===== config.mk =====
export PLATFORM = sky130hd
export DESIGN_NAME = multicycle_control_unit
export DESIGN_NICKNAME = d
export VERILOG_FILES = /design/src/rtl/multicycle_control_unit.sv
export SDC_FILE = /design/constraint.sdc
export NUM_CORES = 1
export LEC_CHECK = 0
export CAP_MARGIN = 20
export CORE_MARGIN = 2
export CORE_UTILIZATION = 35
export DETAILED_ROUTE_END_ITERATION = 6
export PLACE_DENSITY = 0.67
export SYNTH_ARGS = -nofsm -noshare
export SYNTH_HDL_FRONTEND = slang
export SYNTH_SLANG_ARGS = --single-unit

===== constraint.sdc =====
create_clock -name clk -period 3.8 [get_ports clk]
set_input_delay 1.14 -clock clk [delete_from_list [all_inputs] [get_ports clk]]
set_output_delay 1.14 -clock clk [all_outputs]
set_load 0.01 [all_outputs]

===== src/rtl/multicycle_control_unit.sv =====
// multicycle_control_unit: multicycle CPU sequencer with NZCV flags and condition gating.
// Define CTRL_CMP_EN to decode cmd 1010 as CMP (SUB, implied S, no register write).
module multicycle_control_unit #(
    parameter int PC_REG_IDX = 15
) (
    input  logic       clk,
    input  logic       rst,
    input  logic [3:0] Cond,
    input  logic [1:0] Op,
    input  logic [5:0] Funct,
    input  logic [3:0] Rd,
    input  logic [3:0] ALUFlags,
    output logic       PCWrite,
    output logic       IRWrite,
    output logic       RegWrite,
    output logic       MemWrite,
    output logic       AdrSrc,
    output logic       ALUSrcA,
    output logic [1:0] ALUSrcB,
    output logic [1:0] ResultSrc,
    output logic [1:0] ALUCtrl,
    output logic [1:0] ImmSrc,
    output logic [1:0] RegSrc,
    output logic [3:0] Flags
);
    typedef enum logic [3:0] {
        FETCH, DECODE, MEMADR, MEMREAD, MEMWB, MEMWRITE, EXECR, EXECI, ALUWB, BRANCH
    } state_t;

    typedef struct packed {
        logic       pcw;
        logic       irw;
        logic       regw;
        logic       memw;
        logic       br;
        logic       adr_src;
        logic       src_a;
        logic [1:0] src_b;
        logic [1:0] res_src;
        logic [1:0] alu_ctrl;
    } ctrl_t;

`ifdef CTRL_CMP_EN
    localparam logic CMP_EN = 1'b1;
`else
    localparam logic CMP_EN = 1'b0;
`endif

    state_t     state_q, state_d;
    ctrl_t      ctrl_q;
    logic [3:0] flags_q;
    logic       cond_ex;
    logic       is_cmp;
    logic       n, z, c, v;

    assign is_cmp = CMP_EN && Funct[4:1] == 4'b1010;
    assign {n, z, c, v} = flags_q;

    function automatic logic [1:0] alu_dec(input logic [3:0] cmd, input logic cmp);
        return cmp ? 2'b01 :
               cmd == 4'b0100 ? 2'b00 :
               cmd == 4'b0010 ? 2'b01 :
               cmd == 4'b0000 ? 2'b10 :
               cmd == 4'b1100 ? 2'b11 : 2'b00;
    endfunction

    // Control word for the state being entered; registered so outputs come straight from flops.
    function automatic ctrl_t ctrl_of(input state_t s, input logic [5:0] f, input logic cmp);
        ctrl_t k;
        k = '0;
        case (s)
            FETCH:    begin k.pcw = 1'b1; k.irw = 1'b1; k.src_a = 1'b1; k.src_b = 2'b10; k.res_src = 2'b10; end
            DECODE:   begin k.src_a = 1'b1; k.src_b = 2'b10; k.res_src = 2'b10; end
            MEMADR:   k.src_b = 2'b01;
            MEMREAD:  k.adr_src = 1'b1;
            MEMWB:    begin k.res_src = 2'b01; k.regw = 1'b1; end
            MEMWRITE: begin k.adr_src = 1'b1; k.memw = 1'b1; end
            EXECR:    k.alu_ctrl = alu_dec(f[4:1], cmp);
            EXECI:    begin k.src_b = 2'b01; k.alu_ctrl = alu_dec(f[4:1], cmp); end
            ALUWB:    k.regw = !cmp;
            BRANCH:   begin k.src_b = 2'b01; k.res_src = 2'b10; k.br = 1'b1; end
            default:  k = '0;
        endcase
        return k;
    endfunction

    always_comb begin
        state_d = FETCH;
        case (state_q)
            FETCH:   state_d = DECODE;
            DECODE:  state_d = Op == 2'b00 ? (Funct[5] ? EXECI : EXECR) :
                               Op == 2'b01 ? MEMADR :
                               Op == 2'b10 ? BRANCH : FETCH;
            MEMADR:  state_d = Funct[0] ? MEMREAD : MEMWRITE;
            MEMREAD: state_d = MEMWB;
            EXECR:   state_d = ALUWB;
            EXECI:   state_d = ALUWB;
            default: state_d = FETCH;
        endcase
    end

    always_comb begin
        cond_ex = 1'b1;
        case (Cond)
            4'b0000: cond_ex = z;
            4'b0001: cond_ex = !z;
            4'b0010: cond_ex = c;
            4'b0011: cond_ex = !c;
            4'b0100: cond_ex = n;
            4'b0101: cond_ex = !n;
            4'b0110: cond_ex = v;
            4'b0111: cond_ex = !v;
            4'b1000: cond_ex = c & !z;
            4'b1001: cond_ex = !c | z;
            4'b1010: cond_ex = n == v;
            4'b1011: cond_ex = n != v;
            4'b1100: cond_ex = !z & (n == v);
            4'b1101: cond_ex = z | (n != v);
            default: cond_ex = 1'b1;
        endcase
    end

    always_ff @(posedge clk) begin
        if (rst) begin
            state_q <= FETCH;
            ctrl_q  <= ctrl_of(FETCH, Funct, is_cmp);
            flags_q <= '0;
        end else begin
            state_q <= state_d;
            ctrl_q  <= ctrl_of(state_d, Funct, is_cmp);
            // Carry/overflow only carry meaning for arithmetic ops; logical ops keep them.
            if ((state_q == EXECR || state_q == EXECI) && (Funct[0] || is_cmp) && cond_ex) begin
                flags_q[3:2] <= ALUFlags[3:2];
                if (!ctrl_q.alu_ctrl[1])
                    flags_q[1:0] <= ALUFlags[1:0];
            end
        end
    end

    assign PCWrite   = !rst && (ctrl_q.pcw || (cond_ex && (ctrl_q.br || (ctrl_q.regw && Rd == 4'(PC_REG_IDX)))));
    assign IRWrite   = !rst && ctrl_q.irw;
    assign RegWrite  = !rst && ctrl_q.regw && cond_ex;
    assign MemWrite  = !rst && ctrl_q.memw && cond_ex;
    assign AdrSrc    = ctrl_q.adr_src;
    assign ALUSrcA   = ctrl_q.src_a;
    assign ALUSrcB   = ctrl_q.src_b;
    assign ResultSrc = ctrl_q.res_src;
    assign ALUCtrl   = ctrl_q.alu_ctrl;
    assign ImmSrc    = Op;
    assign RegSrc    = {Op == 2'b01, Op == 2'b10};
    assign Flags     = flags_q;
endmodule


Yosys cells after proc, flatten, opt, wreduce, memory -nomap -nowiden
Cells that the tools add are included.
Word-level totals
  bits of input ports: 22
  bits in registers: 21
  output and inout port bits: 20
Operators by class
  muxes and demuxes: 18
  bitwise gates (word level): 6
  reduce and logical (&&, ||, !) cells: 33
  eq/ne operators: 35
Operators with widths (number)
  4-bit by 3-bit == test with 1-bit output (second input constant): 11
  4-bit == test (second input constant): 10
  4-bit by 2-bit == test with 1-bit output (second input constant): 7
  4-bit case mux with 5 select lines: 1
  4-bit logical NOT: 4
  1-bit case mux with 14 select lines: 1
  4-bit by 1-bit == test with 1-bit output (second input constant): 3
  4-bit two-way mux: 3
  1-bit logical AND: 10
  2-bit OR reduction: 5
  3-bit OR reduction: 3
  2-bit case mux with 2 select lines: 2
  1-bit two-way mux: 7
  2-bit two-way mux: 3
  1-bit logical NOT: 5
  4-bit OR reduction: 1
  1-bit logical OR: 3
  3-bit two-way mux: 1
  1-bit bitwise AND: 2
  2-bit by 1-bit == test with 1-bit output (second input constant): 1
  2-bit == test (second input constant): 1
  2-bit logical NOT: 1
  1-bit inverter: 2
  1-bit bitwise OR: 2
  3 further kinds: 3

Depth between registers and ports, before layout
Gate-level depths: netlist (run 1).
  word-level depth: 9
  mapped depth: 7
  depth with buffers taken out: 6

Worst setup path before layout (run 1)
Ideal clock, no wire load.
  path kind: input to output
  from: in Cond[2]
  to: out PCWrite
  setup slack: 343 ps
  data arrival time: 2317 ps
  buffers on the path: 0
  required time: 2660 ps
  stages: 5
  path through: mux4_1 -> nor3b_1 -> a211oi_2 -> nor2_1 -> a21o_1
Between the ends
  word-level cells in the longest chain between the ends: 5
  elaborated cells between the ends (all ways): 18
RTL lines
  from (decl): RTL line 8  | input logic [3:0] Cond,
  4-bit == test (tied with other cells): RTL line 104  | case (Cond)
  1-bit case mux with 14 select lines *: RTL line 104
  1-bit logical AND *: RTL line 140  | assign PCWrite = !rst && (ctrl_q.pcw || (cond_ex && (ctrl_q.br || (ctrl_q.regw && Rd == 4'(PC_REG_IDX)))));
  1-bit logical OR *: RTL line 140
  1-bit logical AND *: RTL line 140
  to (decl): RTL line 13  | output logic PCWrite,
Mark *: on every way between the ends. The rest lies on a longest branch, timed or not.

Worst setup path after layout (run 1)
Ends and elaborated chain as after synthesis.

==> results.json, run 1 <==
{
  "grt_pass1_vias": 946,
  "worstPathRequired_ns": 2.66,
  "cp_cell_sequence": "buf_2 > mux4_2 > nor3b_4 > a211oi_2 > nor2_2 > a21o_1 > buf_2",
  "multi_input_area_um2": 584.3,
  "core-area_um2": 2805,
  "h-tree-depth": 1,
  "ant_nets": 0,
  "first_iter_violations": 37,
  "crit_start": "Cond[2]",
  "placedCellCount": 187,
  "routed_wl_um": 2401,
  "crit_top_cell": "buf_2",
  "netlist_instances": 119,
  "io-pin-count": 42,
  "status": "complete, but fails checks",
  "clk_pin_slew_worst_paths_ns": 0.11,
  "cts_sinks": 20,
  "cts_tree": "built",
  "grt_max_degree": 16,
  "utilization_pct": 53.93,
  "rr_startpoint": "Flags[0]$_SDFFE_PP0P_",
  "drc": 2,
  "setup_viol": 0,
  "yosys_warnings": 0,
  "cts_root_buffer": "clkbuf_4",
  "finalNonFillerCells": 191,
  "powerDensity_nw_per_um2": 298.5,
  "crit_fanout": 3,
  "ys_seq_area_share_pct": 37.87,
  "syn_nets": 141,
  "final_area_um2": 1513,
  "synth_area_leaders": "dfxtp_1, nor2_1, mux2i_1, buf_4, nand2b_1",
  "cp_num_cells": 7,
  "endpoint": "PCWrite",
  "grt-ovfl-total": 0,
  "synth_area_leader_cell": "dfxtp_1",
  "synth_cell_types": 38,
  "fin_ws_ns": 0.1277,
  "p_leak_nw": 0.6187,
  "wl_per_cell_um": 12.57,
  "cp.arrival_ns": 2.53,
  "rows": 19,
  "cp-start-kind": "input port",
  "die_area_um2": 3476,
  "grt_pass1_wl_um": 3995,
  "vias": 972,
  "area_delta_synth_final_pct": 43.08,
  "antenna_cells": 0,
  "ys.flop_type": "dfxtp_1",
  "postPlaceCellArea_um2": 1475,
  "fin_setup_tns_ns": 0,
  "peakVddDrop_v": 0.0002315,
  "die_x_um": 58.96,
  "fmax_ghz": 0.2723,
  "cp_slowest_stage_delay_ns": 0.49,
  "power_mw": 0.4516,
  "rsz0062_at_grt": "no",
  "critPathCaptureType": "output pin",
  "cts_buffers": 3,
  "layout-drive-gt1-share_pct": 18.75,
  "maxSlewViolCount": 0,
  "cts_buffer_depth": 2,
  "dieHeight_um": 58.96,
  "whs_ns": 0.4883,
  "final-seq-area_um2": 400.4,
  "final_nets": 183,
  "grt_usage_pct": 14.32,
  "slew-limit-headroom_pct": 69.13,
  "worst-path-buf-inv": 2,
  "cpMaxStageDelayCell": "mux4_2",
  "portBuffers": 41,
  "rr_endpoint": "Flags[1]$_SDFFE_PP0P_",
  "fin_crit_ns": 3.672,
  "avgSynthCellArea_um2": 8.885,
  "reg2reg_slack_ns": 1.85,
  "worst-setup-path-type": "in -> out",
  "gp_congestion": 0.7820,
  "critical-path-top-delay-family": "multiplexers",
  "ys_seq_elements": 20,
  "vias_per_cell": 5.089,
  "drv_cap": 0,
  "fin_crit_sh_pct": 96.64,
  "hold_path_class": "reg -> reg",
  "reg2regPathDepth": 7,
  "tightestPinTransition_ns": 0.4599,
  "start_util_pct": 37.69,
  "violations": "DRC",
  "firstDrtPassIters": 6,
  "num-fill-cells": 284,
  "postCtsHoldBufs": 0,
  "post_cts_buffers": 0,
  "hold_violations": 0,
  "finalClockSkew_ns": 0.006274,
  "synth_area_um2": 1057,
  "grt_antenna_before_repair": 0,
  "synth_top_area_share_pct": 37.87,
  "synth_edf_count": 0,
  "dp_slack_ns": -0.6552,
  "clock_latency_ns": 0.29,
  "hpwl_um": 1894,
  "async_flop_share_pct": 0
}
flip-flops by register name, summed over array words and instances, names as in the netlist:
| name | count |
|---|---|
| ctrl_q | 4 |
| ALUCtrl | 2 |
| AdrSrc | 1 |
| ALUSrcB | 2 |
| Flags | 4 |
| state_q | 4 |
| ResultSrc | 2 |
| ALUSrcA | 1 |
how the worst min path moves through the flow:
stage | startpoint | slack [ns] | to | cells after the start
finish | state_q[3]$_SDFF_PP0_ | 0.49 | state_q[3]$_SDFF_PP0_ | 1
global route | state_q[3]$_SDFF_PP0_ | 0.51 | state_q[3]$_SDFF_PP0_ | 1
CTS | state_q[3]$_SDFF_PP0_ | 0.49 | state_q[3]$_SDFF_PP0_ | 1
detailed placement | state_q[3]$_SDFF_PP0_ | 0.47 | state_q[3]$_SDFF_PP0_ | 1
global placement | state_q[3]$_SDFF_PP0_ | 0.46 | state_q[3]$_SDFF_PP0_ | 1
floorplan | state_q[3]$_SDFF_PP0_ | 0.44 | state_q[3]$_SDFF_PP0_ | 1
report_power, final:
| group | total (mW) | internal (mW) | switching, mW |
|---|---|---|---|
| Clock | 0.120 | 0.0583 | 0.0620 |
| Combinational | 0.106 | 0.0596 | 0.0465 |
| Sequential | 0.225 | 0.220 | 0.00514 |
cells in the mapped netlist, drive strengths merged (3+ instances only):
| cell | instances |
|---|---|
| a21o | 3 |
| a21oi | 5 |
| buf | 10 |
| dfxtp | 20 |
| inv | 5 |
| mux2i | 6 |
| nand2 | 6 |
| nand2b | 7 |
| nor2 | 17 |
| nor2b | 4 |
| nor3 | 4 |
| nor3b | 4 |
| or2b | 3 |
| or3 | 3 |
cells in the final DEF (no fill, tap or decap), types with 2 or more instances in the layout:
cell type	n
a21o_1	2
a21oi_1	5
and2_1	2
buf_2	4
buf_4	5
clkbuf_4	3
clkdlybuf4s50_1	34
dfxtp_1	20
inv_1	5
mux2i_1	6
nand2_1	6
nand2b_1	7
nor2_1	16
nor2b_1	4
nor3_1	4
nor3b_1	3
or2b_2	2
or3_1	2
xnor2_1	2
cell families (layout without fill, tap and decap cells):
| kind of cell | after synthesis | after routing | synth area share (%) |
|---|---|---|---|
| buf+inv | 15 | 56 | 8.994 |
| simple gates | 56 | 56 | 29.94 |
| mux | 8 | 8 | 9.231 |
| flops | 20 | 20 | 37.87 |
| xor+xnor | 2 | 2 | 1.657 |
| compound gates | 18 | 18 | 12.31 |
layout make-up:
| type | instances | share of cell area [%] |
|---|---|---|
| clock buffer | 4 | 2.399 |
| timing repair buffer | 47 | 28.70 |
| tap | 31 | 2.564 |
| sequential | 20 | 26.47 |
| multi-input combinational | 84 | 38.63 |
| inverter | 5 | 1.241 |
per-layer routing:
metal,routed length (um),global-route usage (%)
met1,972,15.60
met2,1277,27.78
met3,142,3.297
met4,10,2.922
met5,0,0
timing repair:
action / 4_1_cts / 5_1_grt
pin swaps: 3 / 2
setup endpoints to repair: 3 / 3
resized for setup: 23 / 7
hold endpoints to repair: 0 / 0
No activity file was read; power rests on OpenSTA's default activity.
==> run 2, diff against run 1 <==
--- a/config.mk
+++ b/config.mk
@@ -6,7 +6,7 @@
 export NUM_CORES = 1
 export LEC_CHECK = 0
 export CAP_MARGIN = 20
-export CORE_MARGIN = 2
+export CORE_MARGIN = 4
 export CORE_UTILIZATION = 35
 export DETAILED_ROUTE_END_ITERATION = 6
 export PLACE_DENSITY = 0.67
==> results.json, run 2 (synthesized netlist as in run 1, its figures left out) <==
{
  "die_area_um2": 3964,
  "worst-path-buf-inv": 2,
  "rsz0062_at_grt": "no",
  "cts_tree": "built",
  "cp_cell_sequence": "dlygate4sd2_1 > o31ai_1 > o32ai_2 > a211oi_2 > nor2_2 > a21o_1 > buf_2",
  "power_mw": 0.4509,
  "p_leak_nw": 0.6174,
  "p_clk_share_pct": 26.8,
  "worstPathRequired_ns": 2.66,
  "top_layer": "met4",
  "die_x_um": 62.96,
  "final_area_um2": 1504,
  "grt_usage_pct": 12.28,
  "maxSlewViolCount": 0,
  "p_seq_share_pct": 50.0,
  "clk_pin_slew_worst_paths_ns": 0.11,
  "h-tree-depth": 1,
  "comb_power_share_pct": 23.2,
  "fin_crit_ns": 3.676,
  "cp.arrival_ns": 2.54,
  "critical-path-top-delay-family": "compound AO/OA/AOI/OAI gates",
  "wl_met2_um": 1290,
  "intPower_mw": 0.3381,
  "hold_path_class": "reg -> reg",
  "route.met3.wl_um": 112,
  "first_iter_violations": 24,
  "cp-start-kind": "input port",
  "critPathCaptureType": "output pin",
  "final_common_cell": "clkdlybuf4s50_1",
  "grt-ovfl-total": 0,
  "cts_sinks": 20,
  "hold_violations": 0,
  "worst-setup-path-type": "in -> out",
  "cpMaxStageDelayCell": "dlygate4sd2_1",
  "cts_root_buffer": "clkbuf_4",
  "io-pin-count": 42,
  "core-area_um2": 2829,
  "portBuffers": 41,
  "clock_latency_ns": 0.30,
  "p_switching_mw": 0.1128,
  "final_nets": 183,
  "ant_nets": 0,
  "num-fill-cells": 276,
  "grt_pass1_wl_um": 4084,
  "crit_fanout": 6,
  "drc": 0,
  "gp_congestion": 0.7920,
  "netSwitchingFraction_pct": 25.02,
  "finalClockSkew_ns": 0.01042,
  "drv_cap": 0,
  "vias": 968,
  "grt_pass1_vias": 976,
  "rows": 19,
  "routed_wl_um": 2370,
  "final_cell_mix": "clkdlybuf4s50_1, dfxtp_1, nor2_1",
  "grt_antenna_before_repair": 0,
  "vias_per_cell": 5.068,
  "slew-limit-headroom_pct": 70.38,
  "met1Wirelength_um": 950,
  "fmax_ghz": 0.2720,
  "setup_viol": 0,
  "status": "completed",
  "firstDrtPassIters": 4,
  "postCtsHoldBufs": 0,
  "start_util_pct": 37.37,
  "cts_buffers": 3,
  "cts_buffer_depth": 2,
  "wl_per_cell_um": 12.41,
  "antenna_cells": 0,
  "fin_setup_tns_ns": 0,
  "postPlaceCellArea_um2": 1468,
  "tightestPinTransition_ns": 0.4413,
  "fin_crit_sh_pct": 96.74,
  "grt_max_degree": 16,
  "hpwl_um": 1926,
  "area_delta_synth_final_pct": 42.25,
  "dieHeight_um": 62.96,
  "cp_slowest_stage_delay_ns": 0.32,
  "powerDensity_nw_per_um2": 299.8,
  "layout-drive-gt1-share_pct": 18.13,
  "peakVddDrop_v": 0.0001676
}
run 2: changes by cell type in the layout (fill, tap and decap cells not counted), sizes merged:
cell / before / now
buf: 10 / 11
clkbuf: 5 / 4
run 2: final timing paths:
path	from	to	slack, ns	cells after the start
hold / removal	state_q[3]$_SDFF_PP0_	state_q[3]$_SDFF_PP0_	0.50	1
hold reg to reg	state_q[3]$_SDFF_PP0_	state_q[3]$_SDFF_PP0_	0.50	1
setup / recovery	Cond[0]	PCWrite	0.12	7
setup reg to reg	Flags[0]$_SDFFE_PP0P_	Flags[0]$_SDFFE_PP0P_	1.78	8
run 2: cell type report:
class,count,area (um2),area share (%)
Tap cell,31,38.79,2.579
Clock buffer,4,36.28,2.413
Multi-Input combinational cell,84,579.3,38.52
Sequential cell,20,400.4,26.62
Timing Repair Buffer,47,430.4,28.62
Inverter,5,18.77,1.248
run 2: worst register-to-register path: stages, from the launching register on:
cell	delay (ns)
dfxtp_1	0.46
and2b_2	0.24
a211oi_1	0.22
o311a_2	0.19
a211oi_2	0.04
buf_4	0.14
buf_4	0.12
or3_4	0.37
mux2i_1	0.13
run 2: timing repair:
item                       in CTS  in global routing
setup buffers                   0                  1
resized for setup              25                  5
setup endpoints to repair       3                  3
pin swaps                       2                  3
hold endpoints to repair        0                  0
run 2: power groups by stage:
| stage | Combinational, mW | Sequential [mW] | Clock [mW] |
|---|---|---|---|
| after global routing | 0.114 | 0.228 | 0.137 |
| after global placement | 0.103 | 0.230 | 0 |
| final | 0.105 | 0.225 | 0.121 |
| after detailed placement | 0.104 | 0.230 | 0 |
| after floorplan | 0.0524 | 0.230 | 0 |
| after CTS | 0.104 | 0.225 | 0.127 |
run 2: per-layer routing:
metal / up-vias / track usage (%)
met5: - / 0
met3: 3 / 3.597
met4: 0 / 2.755
met2: 24 / 22.92
li1: 484 / -
met1: 457 / 13.49
run 2: metrics by stage:
stage / cells / worst slack (ns) / hold WS, ns / util [%]
finish: 191 / 0.1240 / 0.4993 / 53.16
global route: 191 / 0.04542 / 0.5345 / 53.16
CTS: 190 / 0.0004419 / 0.4962 / 53.25
detailed placement: 186 / -0.6516 / 0.4733 / 51.88
global placement: 186 / -0.6652 / 0.4543 / 51.88
floorplan: 119 / 0.3426 / 0.4410 / -
